`src/rtl/fifo_rd_packer.sv`:
```
// fifo_rd_packer
//   Read-side consumer for the async FIFO, entirely in the rclk domain.
//   Pops bytes from the FIFO head and packs LANES consecutive bytes into
//   one little-endian word. The word is offered downstream on valid/ready.
//   A flush emits a partially filled word together with its byte count.
//
//   Optional macro PACK_TIMEOUT_EN: when defined, an idle counter
//   auto-flushes a partial word after TIMEOUT_CYC cycles without a pop.
//
// Ports
//   rclk, rrst_n  read clock, asynchronous active-low reset
//   rdata, rempty FIFO head entry and empty flag
//   rinc          pop request (head consumed when rinc=1 and rempty=0)
//   flush         single-cycle request to emit the partial word
//   out_data      packed word, first byte popped in bits [DSIZE-1:0]
//   out_bytes     valid byte count in out_data (1..LANES)
//   out_valid     out_data/out_bytes valid
//   out_ready     downstream accepts the word
//   word_cnt      words transferred, wraps at 16 bits
module fifo_rd_packer #(
  parameter int DSIZE       = 8,
  parameter int LANES       = 4,
  parameter int CNT_W       = $clog2(LANES) + 1,
  parameter int TIMEOUT_CYC = 16
) (
  input  logic                   rclk,
  input  logic                   rrst_n,
  input  logic [DSIZE-1:0]       rdata,
  input  logic                   rempty,
  output logic                   rinc,
  input  logic                   flush,
  output logic [DSIZE*LANES-1:0] out_data,
  output logic [CNT_W-1:0]       out_bytes,
  output logic                   out_valid,
  input  logic                   out_ready,
  output logic [15:0]            word_cnt
);

  typedef enum logic {FILL, HOLD} state_e;

  state_e                      state_q, state_d;
  logic [LANES-1:0][DSIZE-1:0] lane_q, lane_d, lane_n;
  logic [CNT_W-1:0]            cnt_q, cnt_d, cnt_n;
  logic [DSIZE*LANES-1:0]      data_q, data_d;
  logic [CNT_W-1:0]            bytes_q, bytes_d;
  logic                        valid_q, valid_d;
  logic [15:0]                 wcnt_q, wcnt_d;
  logic                        pop;
  logic                        emit;
  logic                        timeout_hit;

  // Pops only while accumulating; held off during reset regardless of state.
  assign pop  = rrst_n && (state_q == FILL) && !rempty;
  assign rinc = pop;

`ifdef PACK_TIMEOUT_EN
  localparam int IDLE_W = $clog2(TIMEOUT_CYC + 1);

  logic [IDLE_W-1:0] idle_q, idle_d;

  // Fires on the TIMEOUT_CYC-th consecutive idle edge with bytes pending.
  assign timeout_hit = (state_q == FILL) && !pop && (cnt_q != '0) &&
                       (idle_q == IDLE_W'(TIMEOUT_CYC - 1));

  always_comb begin
    idle_d = '0;
    if ((state_q == FILL) && !pop && (cnt_q != '0) && !emit)
      idle_d = idle_q + 1'b1;
  end

  always_ff @(posedge rclk or negedge rrst_n) begin
    if (!rrst_n) idle_q <= '0;
    else         idle_q <= idle_d;
  end
`else
  // No idle counter in this build; TIMEOUT_CYC has no effect.
  assign timeout_hit = 1'b0 && (TIMEOUT_CYC > 0);
`endif

  always_comb begin
    state_d = state_q;
    lane_d  = lane_q;
    cnt_d   = cnt_q;
    data_d  = data_q;
    bytes_d = bytes_q;
    valid_d = valid_q;
    wcnt_d  = wcnt_q;
    emit    = 1'b0;

    // Lanes and count as they would look after this edge's pop, so a flush
    // or a completing pop can emit the byte being consumed right now.
    lane_n = lane_q;
    cnt_n  = cnt_q;
    if (pop) begin
      for (int unsigned i = 0; i < LANES; i++)
        if (cnt_q == CNT_W'(i)) lane_n[i] = rdata;
      cnt_n = cnt_q + 1'b1;
    end

    case (state_q)
      FILL: begin
        emit = (pop && (cnt_n == CNT_W'(LANES))) ||
               ((flush || timeout_hit) && (cnt_n != '0));
        if (emit) begin
          data_d  = lane_n;
          bytes_d = cnt_n;
          valid_d = 1'b1;
          cnt_d   = '0;
          lane_d  = '0;
          state_d = HOLD;
        end else begin
          lane_d = lane_n;
          cnt_d  = cnt_n;
        end
      end
      HOLD: begin
        if (out_ready) begin
          valid_d = 1'b0;
          wcnt_d  = wcnt_q + 16'd1;
          state_d = FILL;
        end
      end
      default: state_d = FILL;
    endcase
  end

  always_ff @(posedge rclk or negedge rrst_n) begin
    if (!rrst_n) begin
      state_q <= FILL;
      lane_q  <= '0;
      cnt_q   <= '0;
      data_q  <= '0;
      bytes_q <= '0;
      valid_q <= 1'b0;
      wcnt_q  <= '0;
    end else begin
      state_q <= state_d;
      lane_q  <= lane_d;
      cnt_q   <= cnt_d;
      data_q  <= data_d;
      bytes_q <= bytes_d;
      valid_q <= valid_d;
      wcnt_q  <= wcnt_d;
    end
  end

  assign out_data  = data_q;
  assign out_bytes = bytes_q;
  assign out_valid = valid_q;
  assign word_cnt  = wcnt_q;

endmodule

```
`config.mk`:
```
export PLATFORM = sky130hd
export DESIGN_NAME = fifo_rd_packer
export DESIGN_NICKNAME = d
export VERILOG_FILES = /design/src/rtl/fifo_rd_packer.sv
export SDC_FILE = /design/constraint.sdc
export NUM_CORES = 1
export LEC_CHECK = 0
export BUFFER_PORTS_ARGS = -buffer_cell sky130_fd_sc_hd__buf_4
export CAP_MARGIN = 20
export CORE_MARGIN = 4
export CORE_UTILIZATION = 30
export DETAILED_ROUTE_END_ITERATION = 8
export PLACE_DENSITY = 0.52
export REMOVE_ABC_BUFFERS = 1
export SLEW_MARGIN = 20
export SYNTH_ARGS = -nofsm -noshare
export SYNTH_HDL_FRONTEND = slang
export SYNTH_SLANG_ARGS = --single-unit
```
`constraint.sdc`:
```
create_clock -name rclk -period 2.9 [get_ports rclk]
set_input_delay 0.58 -clock rclk [delete_from_list [all_inputs] [get_ports rclk]]
set_output_delay 0.58 -clock rclk [all_outputs]
set_load 0.1 [all_outputs]
```
==> results.txt, run 1 <==
- RSZ-0062 raised after global routing: false
* Leakage dissipation: 0.002582 uW
- Synthesized instance count: 296
- Across all setup checks in the final design, the least slack found is about 0.38 ns.
* Arrival time of the worst setup path: ~2.7 ns
* Category of cells accounting for the largest share of critical-path delay: compound AO/OA/AOI/OAI gates
- Count of buffers inserted at the top-level ports: 65
- The initialized floorplan defines 42 standard-cell rows.
* Count of flip-flops with a built-in enable after synthesis: 0
- Power Density: roughly 1100 nW/um^2
- IR drop worst, VDD: 0.8348 mV
* Relative slew slack: 51.66%
- Boundary pin count: 66
* CTS Hold Buffers Added: 0
* Synthesis warning total: 0
- CTS saw just under 90 sinks.
- Commonest register cell after synthesis: dfrtp_1
- Type of the most critical hold path: in2async
- Of the total power, the share spent switching nets is 46.67%.
- GRT overflow: 0
* Die boundary height: between 100 and 150 um
- The finished layout holds 551 standard cells, fillers aside.
- Buffer and inverter count on the worst path: 2
- Most frequent cells in the layout: dfrtp_1 (88), buf_4 (72), mux2_2 (39), a22o_1 (31), mux2_4 (29)
- Result of the run: finished clean
* Cell-internal power: 3096 uW
- Setup violations remaining at the end of the flow were counted as 0.
- Pins over their slew limit: 0
- Insertion delay to the later sink of the worst-skew pair: 0.34 ns
* Final Hold Violating Endpoints: 0
- Static timing analysis puts the maximum clock frequency at a little under 400 MHz.
- The post-route netlist has 41.87% of its cells at a drive strength greater than 1.
- The worst setup path is captured at a flop.
- In this run the remaining antenna-violating nets after routing total 0.
* Number of DRC markers after the initial detailed-route iteration: 137
- Logic gate share of total power: 49.8%
- Clock skew on the completed layout was measured at 0.009770 ns.
- Slew @ Worst Pin: 0.7195 ns
- CTS tree: built
* Ordered cell list for the critical path: inv_1, ha_1, nand2b_1, a211o_1, a21o_2, buf_4, mux2_4
- The number of antenna violations at the first check in global routing came to 0.
* Global-route wire length before repair: between 15,000 and 20,000 um
- Once placement completed, the tool counted placed cells totaling about 540.
- At the worst endpoint, the required time is 3.12 ns.
- Wire length per cell after detailed routing: between 15 and 20 um
- Path type of the worst setup path: reg2reg
- Across all hold checks on the routed design, the worst slack comes to between 0.2 and 0.3 ns.
- 0 antenna diodes ended up in the layout.
* Initial Utilization: 30.84%
- The worst setup path is launched from a flop.
- The floorplan step defined a die boundary enclosing 15,600 um^2.
- Counting along the longest clock path gives a buffer depth of 2.
- Counting flops and latches in the post-synthesis netlist gives 88.
* Largest net degree at the start of global routing: 57
- The area growth from synthesis to layout is 23.41%.
- Buffers added to address setup during post-CTS repair amount to 0.
- Along the worst path, the maximum fanout reaches 22.
* Total vias in the final route: 2,597
* Final period util: a little under 90%
* First-pass DRT Iterations: 4
* Switch Pwr: 2708 uW
* Number of clock buffers inserted by TritonCTS: 9
- In the synthesized netlist the async set-or-reset flop fraction comes to 100.0%.
* Number of gates resized after cts: 0
- Leaving out fill and tap cells, the most frequent cell in the layout is dfrtp_1.
* Detailed-placement wirelength estimate: between 6000 and 7000 um
* Post-Syn Area: 4100 um^2
- Post-synthesis area per instance: 13.85 um^2
- DIE WIDTH: 124.9 um
* Net total in the final layout: 390
- GRT Total Usage: 12.21%
- Cell chosen for the clock root: clkbuf_16
- In the routed layout, each cell is associated on average with a via count of 4.713.
- The netlist uses 40 different library cells.
- Final weighted congestion of routability-driven global placement: 0.8138
* Crit path largest cell delay: 0.48 ns
* Share of synthesized area occupied by flip-flops and latches: 53.71%
- The number of global-route vias before repair was 2,683.
- After clock tree synthesis, the clock-pin slew on the worst setup and hold paths is approximately 0.06 ns.
- The clock network is responsible for between 10% and 20% of the overall power.
* Pre-CTS setup slack: 0.1169 ns
* Proportion of power drawn by flip-flops and latches: 30.7%
- For this run, design rule violations remaining after detail routing come to 0.
- Subtracting the final worst setup slack from the clock period gives 2.524 ns.
* Core area: about 13,000 um^2
* Cell with the largest stage delay on the worst path: dfrtp_1
- Summed over all layers, the routed wires come to slightly above 9000 um.
* Number of H-tree levels: 3
- The tool flagged a number of max-cap violations equal to 0.
-- kinds of logic (layout without fill, tap and decap cells) --
logic type,after synthesis,after routing,synth area share (%)
flip-flops,88,88,53.71
multiplexers,69,69,21.57
AND/OR/NAND/NOR,51,51,6.867
buffers and inverters,15,94,2.838
AO/OA/AOI/OAI,51,51,9.765
XOR/XNOR,16,16,3.418
adder cells (fa/ha/maj),6,6,1.831
-- path summary, 6_finish.rpt --
| kind | slack (ns) | end | from | depth (start not counted) |
|---|---|---|---|---|
| setup / recovery | 0.38 | out_data[26] | cnt_q[0] | 7 |
| hold / removal | 0.28 | word_cnt[8] | rrst_n | 2 |
| setup reg to reg | 0.38 | out_data[26] | cnt_q[0] | 7 |
| hold reg to reg | 0.47 | word_cnt[15] | word_cnt[15] | 1 |
| max in group asynchronous | 1.54 | lane_q[29] | rrst_n | 3 |
| min in group rclk | 0.47 | word_cnt[15] | word_cnt[15] | 1 |
-- cell usage after synthesis (all sizes together), types with 3 or more instances --
cell | number | area [um^2]
a22o | 31 | 271.5
nor2 | 4 | 15.01
and2b | 4 | 30.03
and3 | 3 | 18.77
o21ai | 8 | 40.04
ha | 6 | 75.07
inv | 7 | 26.28
nand3 | 4 | 20.02
a21oi | 3 | 15.01
xor2 | 3 | 26.28
buf | 6 | 81.33
nand2 | 15 | 56.30
xnor2 | 13 | 113.9
nor2b | 6 | 37.54
dfrtp | 88 | 2202
nand4 | 4 | 25.02
mux2 | 68 | 874.6
-- stage by stage --
| step | total power, uW | TNS [ns] | util [%] | instance area (um^2) |
|---|---|---|---|---|
| finish | 5804 | 0 | 38.06 | 5060 |
| global route | 6104 | 0 | 38.06 | 5060 |
| CTS | 5882 | 0 | 38.06 | 5060 |
| detailed placement | 4705 | 0 | 35.89 | 4772 |
| global placement | 4697 | 0 | 35.89 | 4772 |
| floorplan | 4051 | -0.2083 | - | 4010 |
-- metal layers --
metal  track usage, %  vias to the layer above  routed length (um)
met3            3.602                        5                 364
li1                 -                     1227                   -
met5                0                        -                   0
met1            18.30                     1302                4694
met2            17.56                       63                4072
met4            2.487                        0                  46
-- cell type report --
cell class	count	area [um^2]
Clock buffer	11	242.7
Clock inverter	4	45.04
Fill cell	1293	8235
Inverter	7	26.28
Multi-Input combinational cell	193	1783
Sequential cell	88	2202
Tap cell	176	220.2
Timing Repair Buffer	72	540.5
-- sequential cells by signal, indices dropped and copies added, names as in the netlist --
name       flops
lane_q        32
out_data      32
word_cnt      16
cnt_q          3
out_bytes      3
out_valid      1
state_q        1
-- power by group through the flow --
stage | registers [uW] | clock network [uW] | logic (uW)
floorplan | 3150 | 0 | 898
global placement | 1800 | 0 | 2900
detailed placement | 1790 | 0 | 2920
CTS | 1780 | 1180 | 2920
global route | 1830 | 1240 | 3030
finish | 1780 | 1140 | 2890
(Power assumes the default switching activity.)
==> run 2: changes to the inputs <==
--- a/config.mk
+++ b/config.mk
@@ -10,7 +10,7 @@
 export CORE_MARGIN = 4
 export CORE_UTILIZATION = 30
 export DETAILED_ROUTE_END_ITERATION = 8
-export PLACE_DENSITY = 0.52
+export PLACE_DENSITY = 0.53
 export REMOVE_ABC_BUFFERS = 1
 export SLEW_MARGIN = 20
 export SYNTH_ARGS = -nofsm -noshare
==> constraint.sdc (replaced) <==
create_clock -name rclk -period 2.3 [get_ports rclk]
set_input_delay 0.46 -clock rclk [delete_from_list [all_inputs] [get_ports rclk]]
set_output_delay 0.46 -clock rclk [all_outputs]
set_load 0.1 [all_outputs]
==> run 2 against run 1 <==
Cell area increased by 3.3%; cell count increased by 1.8%; largest cell class unchanged; sequential share of layout area decreased by 1.4 points; non-clock buffer count increased by 9; power increased by 31%; global-route usage increased by 0.14 points.
==> results.txt, run 2 (synthesis results as in run 1) <==
- The H-tree was split into 3 levels.
* Count of buffers inserted at the top-level ports: 65
- Dividing the detail-routed via count by the number of cells gives approximately 4.8.
- Final Hold Violating Endpoints: 0
- Number of global-route vias before repair: 2,806
- Cell-internal power: ~4100 uW
- At the end of routability-driven placement, the weighted congestion stood at between 0.7 and 0.8.
- Among all stages on the critical path, the largest delay is contributed by nor4b_1.
- From left edge to right edge, the die measures between 100 and 150 um.
* CTS clk-pin slew, worst paths: 0.06 ns
- Syn-to-layout area delta: 27.49%
- Cell chosen for the clock root: clkbuf_16
* Max Freq: between 400 and 500 MHz
- The final layout contains 399 nets.
* Core area: 13,300 um^2
* IR drop worst, VDD: 1.042 mV
* Number of rows in the core area: 42
* Wire length per cell after detailed routing: 16.73 um
- After detailed routing, the total wire length is about 9400 um.
- Clock tree synthesis inserted a total of 9 buffers.
* Most common cell after layout, fill and taps aside: dfrtp_1
- The worst setup path is launched from a flop.
- The initial utilization of the core area, before any placement, comes to between 30% and 40%.
* RSZ-0062 raised after global routing: true
- Global-route wire length before repair: 15,290 um
- Layout cells sized above 1: 44.94%
* Switching share of power: 45.85%
* First-pass DRT Iterations: 4
- Registers are responsible for between 20% and 30% of the overall power.
* Detailed-placement wirelength estimate: ~6400 um
- The min-delay analysis places its worst path in the category in2async.
- Clock tree sinks: 88
* Most frequent cells in the layout: dfrtp_1 (88), buf_4 (78), mux2_2 (39), a22o_1 (31), mux2_4 (29)
* Result of the run: finished clean
* Arrival time of the worst setup path: 2.48 ns
- The worst setup path is captured at a flop.
- Total vias in the final route: 2,695
- Data on the critical path is required at its endpoint by 2.53 ns.
- The critical path goes through nor4b_1, nand2_1, a31o_2, a22o_1.
- Number of DRC markers after the initial detailed-route iteration: 222
* Final period util: 98.18%
- In this run the deepest clock path goes through 2 buffers.
* Pins over their slew limit: 0
- In this run the static leakage power is 0.002652 uW.
- For the pin with the worst max-slew slack, the measured transition is 0.9281 ns.
* GRT Total Usage: about 12%
- Logic gate share of total power: 49.8%
- Number of design rule violations left after detail routing: 0
- Largest fanout of any net on the critical path: 10
* Clock network fraction of total power: 20.8%
- Number of nets with antenna violations after detailed routing: 0
- Crit path largest cell delay: 0.54 ns
- Boundary pin count: 66
* # diodes: 0
- Die boundary height: between 100 and 150 um
* GRT overflow: 0
* Switch Pwr: 3485 uW
- Period minus WS final: 2.258 ns
- Worst clock skew: 0.005972 ns
- Pre-CTS setup slack: -0.006786 ns
* Largest net degree at the start of global routing: 73
- Number of antenna violations at the first check in global routing: 0
- Once the clock tree was built, the setup fixing pass inserted 0 buffers.
* Final setup slack of the worst path: roughly 0.042 ns
- The tool flagged a number of max-cap violations equal to 0.
- CTS tree: built
* Die outline area: 15,600 um^2
- Measured against its own limit, the worst slew margin works out to 38.13%.
* Power Density: 1454 nW/um^2
- Worst hold margin: 0.1110 ns
- Setup violations remaining at the end of the flow were counted as 0.
* Path type of the worst setup path: reg2reg
- Insertion delay to the later sink of the worst-skew pair: 0.34 ns
run 2: layout make-up:
cell class | instances | area, um^2
Clock inverter | 6 | 82.58
Inverter | 7 | 26.28
Clock buffer | 10 | 239.0
Fill cell | 1262 | 8068
Tap cell | 176 | 220.2
Timing Repair Buffer | 81 | 645.6
Sequential cell | 88 | 2202
Multi-Input combinational cell | 193 | 1812
run 2: critical path, delay by kind of cell, from the launching register on:
family	cells	cell delay (ns)
AOI/OAI and AO/OA	2	0.71
DFF	1	0.44
and+or+nand+nor	2	0.99
run 2: final timing paths:
path / slack (ns) / from / end / cells after the start
hold / removal: 0.11 / rrst_n / state_q / 2
setup / recovery: 0.04 / cnt_q[2] / lane_q[15] / 4
setup reg to reg: 0.04 / cnt_q[2] / lane_q[15] / 4
min in group rclk: 0.43 / rdata[7] / lane_q[31] / 2
hold reg to reg: 0.48 / word_cnt[15] / word_cnt[15] / 1
max in group asynchronous: 1.30 / rrst_n / lane_q[13] / 2
run 2: what timing repair did:
item	4_1_cts	5_1_grt
hold buffers	0	0
gates resized for setup	0	6
endpoints found under the setup margin	0	58
run 2: per-stage QoR:
stage / cells / util (%) / TNS [ns] / area [um^2] / power, uW
finish: 561 / 39.32 / 0 / 5228 / 7602
detailed placement: 545 / 36.68 / -0.02132 / 4877 / 6018
CTS: 561 / 39.10 / 0 / 5199 / 7635
global route: 561 / 39.32 / -0.6704 / 5228 / 7944
floorplan: 288 / - / -24.13 / 4010 / 5107
global placement: 545 / 36.68 / 0 / 4877 / 5989
run 2: per-layer routing:
| metal | vias to the layer above | share of wire [%] | GRT usage, % |
|---|---|---|---|
| met5 | - | 0 | 0 |
| met4 | 0 | 1.5 | 4.783 |
| met3 | 10 | 6.0 | 4.031 |
| met2 | 83 | 44 | 18.19 |
| met1 | 1350 | 48 | 16.93 |
| li1 | 1252 | - | - |
run 2: power by group through the flow:
stage | sequential [uW] | combinational, uW | clock [uW]
2_1_floorplan | 3980 | 1130 | 0
3_3_place_gp | 2250 | 3740 | 0
3_5_place_dp | 2260 | 3760 | 0
4_1_cts | 2240 | 3770 | 1620
5_1_grt | 2300 | 3970 | 1680
6_report | 2240 | 3780 | 1580
==> run 3: changes to the inputs <==
==> constraint.sdc (replaced) <==
create_clock -name rclk -period 2.3 [get_ports rclk]
set_input_delay 0.345 -clock rclk [delete_from_list [all_inputs] [get_ports rclk]]
set_output_delay 0.345 -clock rclk [all_outputs]
set_load 0.1 [all_outputs]
==> run 3 against run 2 <==
Power rose by 0.84%; register-to-register slack gained 0.02 ns; clock power barely moved; sequential cell count did not move; worst setup slack gained 0.024 ns; fmax up 1.1%; critical path type unchanged; largest cell class unchanged; largest power group unchanged.
==> results.txt, run 3 (synthesis results as in run 1) <==
* Result of the run: finished clean
- Post-Route Setup TNS: 0 ns
* Number of DRC markers after the initial detailed-route iteration: 133
* Number of clock buffers inserted by TritonCTS: 9
* Type of the most critical hold path: in2async
- Period minus WS final: 2.234 ns
- Dividing the detail-routed wire length by the instance count gives 17.18 um.
- Crit path largest cell delay: 0.41 ns
- Slew @ Worst Pin: 0.8559 ns
* MaxCap Viol Count: 0
- Final weighted congestion of routability-driven global placement: roughly 0.88
- From synthesis to final layout, the design area changed by 28.35%.
* Leakage dissipation: between 0.002 and 0.003 uW
- DIE WIDTH: between 100 and 150 um
- The number of global-route vias before repair was 2,744.
* Path type of the worst setup path: reg2reg
* Total vias in the final route: 2,692
- Across the VDD grid, the largest voltage drop is 1.070 mV.
- TritonCTS built the clock tree.
- The first global-routing pass estimated 15,590 um of wire.
- Category of cells accounting for the largest share of critical-path delay: compound AO/OA/AOI/OAI gates
- For met3 alone, demand over resource in global routing was 3.431%.
- Largest fanout of any net on the critical path: 10
- Net total in the final layout: 401
- Entering global routing, the biggest net connects 67 pins.
* Buffer and inverter count on the worst path: 1
- The post-route netlist has 45.48% of its cells at a drive strength greater than 1.
* Worst clock skew: 0.009483 ns
- Setup violations remaining at the end of the flow were counted as 0.
- Number of design rule violations left after detail routing: 0
- In the routed layout, each cell is associated on average with a via count of about 4.8.
- Clock tree sinks: 88
- Headroom to the max-slew limit came out at about 43%.
- Global route hottest layer: met2
* CTS clk-pin slew, worst paths: 0.06 ns
- Global routing finished with a remaining overflow of 0.
- Measured along the y axis, the die boundary spans 124.9 um.
* Final Hold Violating Endpoints: 0
- Max Freq: 447.6 MHz
- Die outline area: 15,600 um^2
- The library cell used most frequently in the layout, excluding fill and tap cells, is dfrtp_1.
- Insertion delay to the later sink of the worst-skew pair: 0.34 ns
- Ordered cell list for the critical path: ha_1, ha_4, and3b_2, a211o_1, a21o_4, clkbuf_16, mux2_4
- Core area: between 10,000 and 15,000 um^2
- The first TritonRoute pass finished after 4 iterations.
* Cell with the largest stage delay on the worst path: dfrtp_1
* GR Layer Usage met2: 18.42%
- In this run the power density over the cells is 1457 nW/um^2.
* Boundary pin count: 66
* GRT Total Usage: 12.48%
- At the worst endpoint, the required time is 2.52 ns.
* Number of H-tree levels: 3
* Detailed-placement wirelength estimate: 6418 um
- After layout, the worst path uses 97.14% of the clock period.
* Total Routed Length: a little under 10,000 um
- Count of buffers inserted at the top-level ports: 65
- Pins over their slew limit: 0
* Number of rows in the core area: 42
- The initial utilization of the core area, before any placement, comes to 30.84%.
- Setup repair after global routing could not meet its margin everywhere.
- The top cell types in the final layout, fill and taps aside, are dfrtp_1 (88), buf_4 (80), mux2_2 (39), a22o_1 (31), mux2_4 (29).
- GRT met1 Usage: 18.30%
- Clock buffer depth: 2
- Number of nets with antenna violations after detailed routing: 0
- Element type at the critical path end: flop
- Sort of element at the start of the critical path: flop
* Post-layout utilization of the core: 39.58%
- Arrival time of the worst setup path: 2.45 ns
* Number of antenna violations at the first check in global routing: 0
* Cell chosen for the clock root: clkbuf_16
- 0 antenna diodes ended up in the layout.
-- run 3: metrics by stage --
step	cell area [um^2]	std cells	hold slack [ns]	total power [uW]	setup WS, ns
after global routing	5263	563	0.04361	8027	-0.07152
after global placement	4857	544	0.3885	5992	0.03912
after detailed placement	4857	544	0.3953	6027	0.05644
final	5263	563	0.03037	7666	0.06589
after CTS	5180	560	0.02809	7654	0.02141
after floorplan	4010	288	0.04941	5107	-0.6347
-- run 3: cell type report --
type | instances | area [um^2]
fillers | 1280 | 8033
flip-flops and latches | 88 | 2202
multi-input cells | 193 | 1826
repair buffers | 83 | 665.6
clock buffers | 11 | 242.7
well taps | 176 | 220.2
clock inverters | 5 | 80.08
inverters | 7 | 26.28
-- run 3: path summary, 6_finish.rpt --
path                              start      endpoint  slack, ns  cells past startpoint
hold reg to reg            word_cnt[15]  word_cnt[15]       0.47                      1
min in group rclk              rdata[7]    lane_q[31]       0.33                      2
hold / removal                   rrst_n       state_q       0.03                      2
setup / recovery               cnt_q[0]  out_bytes[1]       0.07                      7
setup reg to reg               cnt_q[0]  out_bytes[1]       0.07                      7
max in group asynchronous        rrst_n   out_data[1]       1.48                      2
-- run 3: what timing repair did --
action | in CTS | in global routing
buffers inserted | 0 | 2
hold buffers | 0 | 0
gates resized for setup | 0 | 8
endpoints found under the setup margin | 0 | 66
hold endpoints to repair | 0 | 0
-- run 3: routing by layer --
layer | vias up | part of all wire [%] | routed length (um)
li1 | 1255 | - | -
met1 | 1340 | 50 | 4874
met5 | - | 0 | 0
met3 | 15 | 4.7 | 459
met2 | 82 | 44 | 4227
met4 | 0 | 1.1 | 109
-- run 3: report_power, final --
part           internal, uW  switching, uW
sequential             1960            282
combinational          1230           2620
clock                   980            597
total                  4160           3500
-- run 3: worst register-to-register path: cells and delay by family, from the launching register on --
| kind | cells | cell delay [ns] |
|---|---|---|
| multiplexers | 1 | 0.29 |
| buffers and inverters | 1 | 0.18 |
| AO/OA/AOI/OAI | 2 | 0.56 |
| AND/OR/NAND/NOR | 1 | 0.21 |
| adder cells (fa/ha/maj) | 2 | 0.47 |
| flip-flops | 1 | 0.41 |
